--- config.mk ---
export PLATFORM = sky130hd
export DESIGN_NAME = led_matrix_scanner
export DESIGN_NICKNAME = d
export VERILOG_FILES = /design/src/rtl/led_matrix_pkg.sv /design/src/rtl/led_matrix_frame_buf.sv /design/src/rtl/led_matrix_scanner.sv
export SDC_FILE = /design/constraint.sdc
export NUM_CORES = 1
export LEC_CHECK = 0
export BUFFER_PORTS_ARGS = -buffer_cell sky130_fd_sc_hd__buf_4
export CAP_MARGIN = 20
export CORE_ASPECT_RATIO = 1.4
export CORE_MARGIN = 2
export CORE_UTILIZATION = 45
export DETAILED_ROUTE_END_ITERATION = 16
export GPL_TIMING_DRIVEN = 0
export PLACE_DENSITY = 0.66
export SYNTH_ARGS = -nofsm -noshare
export SYNTH_HDL_FRONTEND = slang
export SYNTH_HIERARCHICAL = 1
export SYNTH_SLANG_ARGS = --single-unit
--- constraint.sdc ---
create_clock -name clk -period 2.15 [get_ports clk]
set_input_delay 0.43 -clock clk [delete_from_list [all_inputs] [get_ports clk]]
set_output_delay 0.43 -clock clk [all_outputs]
set_load 0.005 [all_outputs]
--- src/rtl/led_matrix_pkg.sv ---
// led_matrix_pkg
// Shared definitions for the LED matrix column scanner.
//   scan_state_e : scanner FSM states (OFF, BLANK, DRIVE)
//   pix_idx      : flat index of pixel (r, c) in a row-major frame vector
package led_matrix_pkg;

  typedef enum logic [1:0] {
    OFF   = 2'd0,
    BLANK = 2'd1,
    DRIVE = 2'd2
  } scan_state_e;

  function automatic int unsigned pix_idx(input int unsigned r,
                                          input int unsigned c,
                                          input int unsigned cols);
    return r * cols + c;
  endfunction

endpackage

--- src/rtl/led_matrix_frame_buf.sv ---
// led_matrix_frame_buf
// Double buffer for the scanner: a shadow register accepts a new frame through
// a valid/ready handshake, and the display register only takes it over when
// the scanner requests a swap at a frame boundary.
// Ports:
//   clk, rst     : clock, synchronous active-high reset
//   frame_in     : incoming frame, bit r*COLS+c = pixel (r, c)
//   frame_valid  : frame_in offered
//   swap_req     : scanner is at a point where the display may change
//   frame_ready  : shadow buffer free (registered, = !pending)
//   display      : frame currently being scanned out
module led_matrix_frame_buf
  import led_matrix_pkg::*;
#(
  parameter int ROWS = 8,
  parameter int COLS = 8
) (
  input  logic                 clk,
  input  logic                 rst,
  input  logic [ROWS*COLS-1:0] frame_in,
  input  logic                 frame_valid,
  input  logic                 swap_req,
  output logic                 frame_ready,
  output logic [ROWS*COLS-1:0] display
);

  logic [ROWS*COLS-1:0] shadow_q, shadow_d;
  logic [ROWS*COLS-1:0] display_q, display_d;
  logic                 pending_q, pending_d;

  // Accept only while the shadow is empty; swap only while it is full, so the
  // two updates can never collide in the same cycle.
  always_comb begin
    shadow_d  = shadow_q;
    display_d = display_q;
    pending_d = pending_q;
    if (frame_valid && !pending_q) begin
      shadow_d  = frame_in;
      pending_d = 1'b1;
    end else if (swap_req && pending_q) begin
      display_d = shadow_q;
      pending_d = 1'b0;
    end
  end

  always_ff @(posedge clk) begin
    if (rst) begin
      shadow_q  <= '0;
      display_q <= '0;
      pending_q <= 1'b0;
    end else begin
      shadow_q  <= shadow_d;
      display_q <= display_d;
      pending_q <= pending_d;
    end
  end

  assign frame_ready = !pending_q;
  assign display     = display_q;

endmodule

--- src/rtl/led_matrix_scanner.sv ---
// led_matrix_scanner
// Double-buffered column-scan driver for a ROWS x COLS LED matrix. Each column
// slot lasts DIV cycles: one BLANK cycle (anti-ghosting, all pins inactive)
// followed by DIV-1 DRIVE cycles. New frames are swapped in only at the end of
// the last column so the picture never tears.
// Optional feature macro: LED_MATRIX_PWM_EN enables global brightness PWM
// within the DRIVE cycles; without it the brightness port is ignored.
// Ports:
//   clk, rst     : clock, synchronous active-high reset
//   en           : scan enable
//   an           : pin polarity (0: rows high-to-light, selected column low)
//   frame_in     : frame data, bit r*COLS+c = pixel (r, c), 1 = lit
//   frame_valid  : frame_in offered;  frame_ready : shadow buffer free
//   brightness   : PWM duty level, 0 = dark
//   rows         : row drive;  colms : column select (column c on colms[COLS-1-c])
//   frame_start  : one-cycle pulse marking the first cycle of each frame
module led_matrix_scanner
  import led_matrix_pkg::*;
#(
  parameter int ROWS     = 8,
  parameter int COLS     = 8,
  parameter int DIV      = 1000,
  parameter int PWM_BITS = 4
) (
  input  logic                 clk,
  input  logic                 rst,
  input  logic                 en,
  input  logic                 an,
  input  logic [ROWS*COLS-1:0] frame_in,
  input  logic                 frame_valid,
  output logic                 frame_ready,
  input  logic [PWM_BITS-1:0]  brightness,
  output logic [ROWS-1:0]      rows,
  output logic [COLS-1:0]      colms,
  output logic                 frame_start
);

  localparam int SW = (DIV > 1) ? $clog2(DIV) : 1;
  localparam int CW = (COLS > 1) ? $clog2(COLS) : 1;
  localparam logic [SW-1:0] SLOT_LAST = SW'(DIV - 1);
  localparam logic [CW-1:0] COL_LAST  = CW'(COLS - 1);

  scan_state_e          state_q, state_d;
  logic [SW-1:0]        slot_q, slot_d;
  logic [CW-1:0]        col_q, col_d;
  logic [ROWS-1:0]      rows_q, rows_d;
  logic [COLS-1:0]      colms_q, colms_d;
  logic                 frame_start_q, frame_start_d;
  logic [ROWS*COLS-1:0] display;
  logic                 swap_req;
  logic                 lit;

  // While disabled any pending frame can go straight to the display; while
  // scanning it waits for the last cycle of the last column.
  assign swap_req = !en ||
                    (state_q == DRIVE && slot_q == SLOT_LAST && col_q == COL_LAST);

  led_matrix_frame_buf #(
    .ROWS (ROWS),
    .COLS (COLS)
  ) u_frame_buf (
    .clk         (clk),
    .rst         (rst),
    .frame_in    (frame_in),
    .frame_valid (frame_valid),
    .swap_req    (swap_req),
    .frame_ready (frame_ready),
    .display     (display)
  );

  always_ff @(posedge clk) begin
    if (rst) begin
      state_q <= OFF;
      slot_q  <= '0;
      col_q   <= '0;
    end else begin
      state_q <= state_d;
      slot_q  <= slot_d;
      col_q   <= col_d;
    end
  end

  always_comb begin
    state_d = state_q;
    if (!en) begin
      state_d = OFF;
    end else begin
      case (state_q)
        OFF:     state_d = BLANK;
        BLANK:   state_d = DRIVE;
        DRIVE:   if (slot_q == SLOT_LAST) state_d = BLANK;
        default: state_d = OFF;
      endcase
    end
  end

  // The OFF cycle holds the counters at zero so the first BLANK after enable
  // always belongs to column 0, slot 0.
  always_comb begin
    slot_d = slot_q;
    col_d  = col_q;
    if (!en || state_q == OFF) begin
      slot_d = '0;
      col_d  = '0;
    end else if (slot_q == SLOT_LAST) begin
      slot_d = '0;
      col_d  = (col_q == COL_LAST) ? '0 : col_q + CW'(1);
    end else begin
      slot_d = slot_q + SW'(1);
    end
  end

`ifdef LED_MATRIX_PWM_EN
  logic [PWM_BITS-1:0] pwm_q, pwm_d;
  logic [PWM_BITS-1:0] bright_q, bright_d;

  // Brightness is sampled once per slot in BLANK so a change never splits a
  // slot between two duty levels.
  always_comb begin
    pwm_d    = pwm_q;
    bright_d = bright_q;
    if (state_q == BLANK) begin
      pwm_d    = '0;
      bright_d = brightness;
    end else if (state_q == DRIVE) begin
      pwm_d = pwm_q + PWM_BITS'(1);
    end
  end

  always_ff @(posedge clk) begin
    if (rst) begin
      pwm_q    <= '0;
      bright_q <= '0;
    end else begin
      pwm_q    <= pwm_d;
      bright_q <= bright_d;
    end
  end

  assign lit = (pwm_q < bright_q);
`else
  logic unused_brightness;
  assign unused_brightness = ^brightness;
  assign lit = 1'b1;
`endif

  // Pins are computed from the current state and registered, so they trail
  // the FSM by one cycle.
  always_comb begin
    rows_d        = {ROWS{an}};
    colms_d       = {COLS{~an}};
    frame_start_d = 1'b0;
    case (state_q)
      BLANK: frame_start_d = en && (col_q == '0);
      DRIVE: begin
        for (int c = 0; c < COLS; c++) begin
          if (col_q == CW'(c)) begin
            colms_d[COLS-1-c] = an;
            for (int r = 0; r < ROWS; r++) begin
              rows_d[r] = (display[pix_idx(r, c, COLS)] && lit) ^ an;
            end
          end
        end
      end
      default: ;
    endcase
  end

  always_ff @(posedge clk) begin
    if (rst) begin
      rows_q        <= {ROWS{an}};
      colms_q       <= {COLS{~an}};
      frame_start_q <= 1'b0;
    end else begin
      rows_q        <= rows_d;
      colms_q       <= colms_d;
      frame_start_q <= frame_start_d;
    end
  end

  assign rows        = rows_q;
  assign colms       = colms_q;
  assign frame_start = frame_start_q;

endmodule

==> results of run 1 <==
## path summary, 6_finish.rpt
path                 from                       end
max              col_q[2]                   rows[2]
min          frame_in[20]  u_frame_buf/shadow_q[20]
max reg2reg      col_q[2]                   rows[2]
min reg2reg     slot_q[0]                 slot_q[0]
## placed cells by master, fill, tap and decap left out, types with 9 or more instances in the layout
master	count
dfxtp_1	157
nand2b_1	129
buf_4	89
nand4bb_1	64
o21ai_1	64
mux2i_1	64
clkbuf_1	36
inv_1	22
nand2_1	20
a21oi_1	19
xnor2_1	18
nor2_1	17
clkbuf_16	17
o21ai_0	16
nor2b_1	13
nand3_1	10
a21o_1	9
## flip-flops by register name, summed over array words and instances, names as in the netlist
name                   count
u_frame_buf/display       64
u_frame_buf/shadow_q      64
slot_q                    10
colms                      8
rows                       8
col_q                      3
state_q                    2
frame_start                1
u_frame_buf/pending_q      1
## final cells by class
class                      count  area, um^2  area share
sequential                   161        3230       0.360
tap                          199         249      0.0277
clock buffer                  20         457      0.0509
inverter                      23        86.3     0.00962
clock inverter                12         204      0.0227
buffer                        63         314      0.0350
timing repair buffer          88         673      0.0750
multi-input combinational    512        3760       0.419
## cell families after synthesis
logic type,share of synthesized area
buffers and inverters,0.0519
and+or+nand+nor,0.280
adders and majority gates,0.0120
xor gates and xnor gates,0.0287
DFF,0.440
AOI/OAI and AO/OA,0.0999
muxes,0.0874
## report_power, final
part           total, W  leakage, nW  internal (W)  switching, W
Sequential      0.00315         1.32       0.00310     0.0000451
Combinational  0.000600         1.93      0.000311      0.000288
Clock           0.00336        0.325       0.00213       0.00122
## worst max-delay path, stage by stage (launching register included)
cell      delay [ns]
dfxtp_4         0.41
clkbuf_8        0.20
inv_1           0.06
ha_2            0.28
or2_4           0.33
a221oi_1        0.29
o311ai_1        0.14
xnor2_1         0.31
## repair_timing
item                                    in CTS  in global routing
pin swaps                                    1                  3
gates resized for setup                     22                 23
endpoints found under the setup margin      73                 73
buffers inserted                             1                  2
## synthesized netlist by cell type (3+ instances only)
library cell | count | share of area
a21o_1 | 9 | 0.0092
a21oi_1 | 19 | 0.013
a221oi_1 | 8 | 0.0096
and2_1 | 3 | 0.0026
buf_1 | 7 | 0.0036
buf_2 | 10 | 0.0068
buf_6 | 3 | 0.0046
clkbuf_1 | 47 | 0.024
dfxtp_1 | 161 | 0.44
ha_1 | 7 | 0.012
inv_1 | 22 | 0.011
mux2i_1 | 64 | 0.087
nand2_1 | 20 | 0.010
nand2b_1 | 129 | 0.11
nand3_1 | 10 | 0.0068
nand3b_1 | 8 | 0.0082
nand4bb_1 | 64 | 0.098
nor2_1 | 17 | 0.0087
nor2b_1 | 14 | 0.012
nor3_1 | 3 | 0.0020
nor3b_1 | 8 | 0.0082
o21ai_0 | 17 | 0.012
o21ai_1 | 64 | 0.044
o311ai_0 | 6 | 0.0072
xnor2_1 | 18 | 0.022
xor2_1 | 6 | 0.0072
## per-layer routing
layer	vias to the layer above	wire length, um	global-route usage
li1	2860	-	-
met1	2755	7900	0.256
met2	154	9780	0.395
met3	37	755	0.0335
met4	0	485	0.0894
met5	-	0	0
## metrics by stage
| step | instances | worst slack, ns |
|---|---|---|
| after global routing | 1078 | 0.00515 |
| final | 1078 | 0.0164 |
| after floorplan | 764 | 0.0467 |
| after global placement | 1048 | -0.674 |
| after detailed placement | 1048 | -0.661 |
| after CTS | 1078 | 0.0104 |
==> results by stage, run 1 <==
Status:
- The flow ran to the end, and the final reports show no timing, DRC or antenna violations.

Global route:
- The initial antenna violation count came to 0.
- The number of global-route vias before repair is 5963.
- Entering global routing, the biggest net connects 17 pins.
- The first global-routing pass estimated 30.1 mm of wire.
- The global-route congestion overflow total is 0.
- The total global routing track utilization is 0.218.

Floorplan:
- For this configuration, the core starts out at a cell density of 0.457.
- The floorplan die height is between 150 and 200 um.
- Measured along the x axis, the die boundary spans about 110 um.
- The I/O pin count is 91.
- The floorplan has 55 rows.
- The floorplan step defined a die boundary enclosing between 15000 and 20000 um^2.
- The total area inside the core boundary comes to 16000 um^2.

Clock tree:
- The clock transition at the register clock pins on the worst setup and hold paths after CTS is about 0.06 ns.
- Buffers inserted to repair hold after CTS numbered 0.
- The library cell used as clock root buffer is clkbuf_16.
- The later pin in the worst-skew pair is clocked with a latency of roughly 0.42 ns.
- TritonCTS built the clock tree.
- Counting every sink on the clock net gives approximately 160.
- The total clock buffers created by CTS is 17.
- The maximum number of buffers from clock root to sink is 2.
- CTS built an H-tree with a depth of 4.

Critical path:
- In this run the worst path has a maximum fanout of 10.
- The kind of end point of the critical path is a flop.
- Data arrives at the worst endpoint at approximately 2.4 ns.
- The startpoint kind of the worst setup timing path is a flop.
- The worst register-to-register path has a setup slack of between 0.015 and 0.02 ns.
- The class of the most critical setup path is flop to flop.
- The endpoint required time on the critical path is approximately 2.5 ns.
- Measured in cells, the most critical reg-to-reg path has a length of 7.

Layout:
- The finished cells cover around 9000 um^2.
- The number of antenna repair diodes is 0.
- Of the cells placed in the final design, the portion with a size suffix greater than 1 is 0.181.
- The area added between synthesis and finish is 22.5%.
- Measured on the finished design, the core utilization comes to 0.560.
- The final-stage net count is between 900 and 1000.
- After filler insertion, the fill cell instance count of the layout stands at 1439.

STA:
- Setup repair after global routing left no endpoint under its margin.
- In the final timing run, aggregate negative setup slack is 0 ns.
- Clock skew on the completed layout was measured at between 0.007 and 0.008 ns.
- Setup violations remaining at the end of the flow were counted as 0.
- The transition time at the pin with the least slew margin is 0.834 ns.
- The number of endpoints with negative hold slack in the final report is 0.
- The routed design could run at a clock period as short as around 2.1 ns.
- The tightest slew margin relative to the limit is 0.444.
- Across all hold checks on the routed design, the worst slack comes to around 0.28 ns.
- Based on the critical path, the design can be clocked at up to roughly 470 MHz.
- The count of pins over their slew limit is 0.
- In the finished design, the share of the clock period the worst path needs comes to 0.992.

Route:
- Summing over every cut layer, the via total after detailed routing is 5806.
- The vias per cell is 5.39.
- The post-detailed-route wirelength per cell is around 18 um.
- The number of search-and-repair iterations in the first detailed-routing pass is 4.
- In the routed design, unresolved DRC markers number 0.
- The first routing iteration left 311 violations.
- Once detail routing completed, the nets flagged for antenna violations numbered 0.
- The total detailed-routing wirelength is roughly 19 mm.

Logic synthesis:
- The number of enable flip-flop cells after synthesis is 0.
- For this run, the leading register cell type out of synthesis is dfxtp_1.
- The synthesized instance count is 764.
- For this run, the number of Yosys warnings is 6.
- The post-synthesis cell type count is 43.
- The proportion of register bits with asynchronous set or reset after synthesis is 0.
- The post-synthesis area per instance is between 9 and 10 um^2.
- For this run, the register share of the synthesized area comes to 0.440.
- The number of nets handed over by synthesis was ~840.
- The area of the mapped netlist is 7330 um^2.
- The post-synthesis sequential element count is 161.

Power:
- The power per standard cell area is around 790 nW/um^2.
- In this run the static leakage power is around 3.6 nW.
- The worst-case IR drop observed on VDD is 0.488 mV.
- The design draws 0.00710 W.

Placement:
- The final HPWL from detailed placement is around 13 mm.
- The area after detailed placement is a little over 8000 um^2.
- The weighted congestion at the end of routability-driven global placement is roughly 0.86.
- The count of buffers added on input and output ports is 85.

Worst hold path:
- The worst hold path passes through 3 cells.
- In this run the worst hold path is classified as input pin to flop.

Run:
- The count of max-cap constraint violations is 0.
No activity file was read; power rests on OpenSTA's default activity.
==> inputs of run 2 (changes only) <==
--- a/config.mk
+++ b/config.mk
@@ -5,6 +5,7 @@
 export SDC_FILE = /design/constraint.sdc
 export NUM_CORES = 1
 export LEC_CHECK = 0
+export ABC_CLOCK_PERIOD_IN_PS = 2150
 export BUFFER_PORTS_ARGS = -buffer_cell sky130_fd_sc_hd__buf_4
 export CAP_MARGIN = 20
 export CORE_ASPECT_RATIO = 1.4
@@ -13,6 +14,7 @@
 export DETAILED_ROUTE_END_ITERATION = 16
 export GPL_TIMING_DRIVEN = 0
 export PLACE_DENSITY = 0.66
+export RECOVER_POWER = 50
 export SYNTH_ARGS = -nofsm -noshare
 export SYNTH_HDL_FRONTEND = slang
 export SYNTH_HIERARCHICAL = 1
==> results by stage, run 2 (synthesized netlist as in run 1, its figures left out) <==
Layout:
- The share of cells above drive strength 1 is 0.177 (-0.00341).
- The final-stage net count is 946 (unchanged).
- The post-route cell area came to 8970 um^2 (about the same).
- The commonest non-fill, non-tap cell in the layout is dfxtp_1.
- The top cell types in the final layout, fill and taps aside, are 157 x dfxtp_1, 129 x nand2b_1, 77 x o21ai_0.
- The number of antenna repair diodes is 0 (unchanged).
- The area added between synthesis and finish is 22.5% (about the same).

Route:
- The remaining antenna violation count is 0 (unchanged).
- The total DRC errors in the routed layout is 0 (unchanged).
- The number of design-rule violations left by the first detailed-router iteration came to 378 (+22%).
- The number of search-and-repair iterations in the first detailed-routing pass is 7 (+3).
- The total detailed-routing wirelength was 18.9 mm (+0.13%).
- The post-detailed-route wirelength per cell is 17.6 um (+0.13%).
- The vias per cell came to 5.45 (+1.1%).
- The total number of vias came to 5872 (+1.1%).

STA:
- The number of endpoints with negative hold slack in the final report is 0 (unchanged).
- The count of pins over their slew limit is 0 (unchanged).
- The transition time at the pin with the least slew margin is 0.836 ns (+0.00181 ns).
- The post-layout minimum cycle time is 2.12 ns (-0.0136 ns).
- The total setup violations reported at the end of the flow is 0 (unchanged).
- The post-route worst setup slack is 0.0300 ns (+0.0136 ns).
- The tightest slew margin relative to the limit is 0.443 (-0.00121).
- The share of the clock period used by the worst path after layout is 0.986 (-0.00633).
- The final worst clock skew is 0.00857 ns (+0.000731 ns).
- The top achievable clock speed is 472 MHz (+0.64%).

Placement:
- The area after detailed placement is 8220 um^2 (unchanged).
- The final HPWL from detailed placement was 13.4 mm (unchanged).
- The pre-CTS setup slack is -0.661 ns (unchanged).
- The weighted congestion at the end of routability-driven global placement is 0.856 (unchanged).
- The number of port buffers is 85 (unchanged).

Status:
- The flow ran to the end, and the final reports show no timing, DRC or antenna violations.

Global route:
- The number of global-route vias before repair is 5963 (unchanged).
- The total global routing track utilization came to 0.218 (unchanged).
- The global-route wire length before repair is 30.1 mm (unchanged).
- The pin count of the biggest net entering global routing is 17 (unchanged).
- The global-route congestion overflow total is 0 (unchanged).
- The initial antenna violation count came to 0 (unchanged).

Worst hold path:
- The path class of the tightest hold or removal check is input pin to flop.

Critical path:
- The arrival time of data at the critical path endpoint is 2.43 ns (about the same).
- The worst setup path is captured at a flop.
- The worst-path maximum fanout is 10 (unchanged).
- The endpoint required time on the critical path is 2.46 ns (about the same).
- The class of the most critical setup path is flop to flop.
- The startpoint kind of the worst setup timing path is a flop.
- The internal reg-to-reg setup slack came to 0.03 ns (about the same).

Clock tree:
- The library cell used as clock root buffer is clkbuf_16.
- The total clock buffers created by CTS came to 17 (unchanged).
- The clock latency of the later-clocked register in the worst-skew pair was 0.42 ns (about the same).
- The number of clock sinks is 161 (unchanged).
- TritonCTS built the clock tree.
- The number of H-tree levels is 4 (unchanged).
- The clock transition at the register clock pins on the worst setup and hold paths after CTS came to 0.06 ns (about the same).
- The maximum number of buffers from clock root to sink was 2 (unchanged).

Power:
- The static leakage was 3.56 nW (-0.34%).
- The power per standard cell area is 791 nW/um^2 (about the same).
- The overall power after layout came to 0.00710 W (about the same).
- The largest voltage drop on the vdd net was 0.491 mV (+0.63%).

Floorplan:
- The core box area is 16000 um^2 (unchanged).
- The horizontal die dimension is 112 um (unchanged).
- The floorplan die height is 155 um (unchanged).
- The standard-cell row count was 55 (unchanged).
- The full die area was 17300 um^2 (unchanged).
- The I/O pin count is 91 (unchanged).
- The initial core utilization was 0.457 (unchanged).

Run:
- The count of max-cap constraint violations is 0 (unchanged).
[run 2: what timing repair did]
item	CTS	global route
hold buffers	0	0
hold endpoints to repair	0	0
endpoints found under the setup margin	73	73
setup buffers	1	2
pin swaps	1	3
resized for setup	22	23
[run 2: worst max-delay path: stages (launching register included)]
cell      delay, ns
dfxtp_4        0.41
clkbuf_8       0.20
inv_1          0.06
ha_2           0.28
or2_4          0.33
a221oi_1       0.27
o311ai_1       0.14
xnor2_1        0.31
[run 2: path summary, 6_finish.rpt]
check | startpoint | end | depth (start not counted)
max reg2reg | col_q[2] | rows[2] | 7
max | col_q[2] | rows[2] | 7
min reg2reg | slot_q[0] | slot_q[0] | 1
min | frame_in[11] | u_frame_buf/shadow_q[11] | 3
[run 2: power breakdown]
group	leakage [nW]	internal, W	switching (W)	total, W
Combinational	1.92	0.000305	0.000281	0.000586
Sequential	1.32	0.00310	0.0000448	0.00315
Clock	0.325	0.00213	0.00123	0.00337
[run 2: stage by stage]
step	utilization	std cells	setup TNS (ns)	hold slack, ns
final	0.560	1078	0	0.272
after global routing	0.560	1078	-0.00490	0.274
after CTS	0.557	1078	0	0.267
after detailed placement	0.512	1048	-24.00	0.442
after global placement	0.512	1048	-18.13	0.435
after floorplan	-	764	0	0.418
[run 2: layer usage]
metal | GRT usage | part of all wire | wire [um] | vias up
met5 | 0 | 0 | 0 | -
met4 | 0.0894 | 0.022 | 420 | 0
met3 | 0.0335 | 0.039 | 734 | 30
met2 | 0.395 | 0.52 | 9840 | 159
met1 | 0.256 | 0.42 | 7950 | 2835
li1 | - | - | - | 2848
[run 2: final cells by class]
| type | count | area (um^2) |
|---|---|---|
| clock inverter | 12 | 204 |
| fill | 1441 | 7060 |
| sequential | 161 | 3230 |
| inverter | 23 | 86.3 |
| timing repair buffer | 88 | 673 |
| clock buffer | 20 | 457 |
| multi-input combinational | 512 | 3760 |
| buffer | 63 | 312 |
| tap | 199 | 249 |
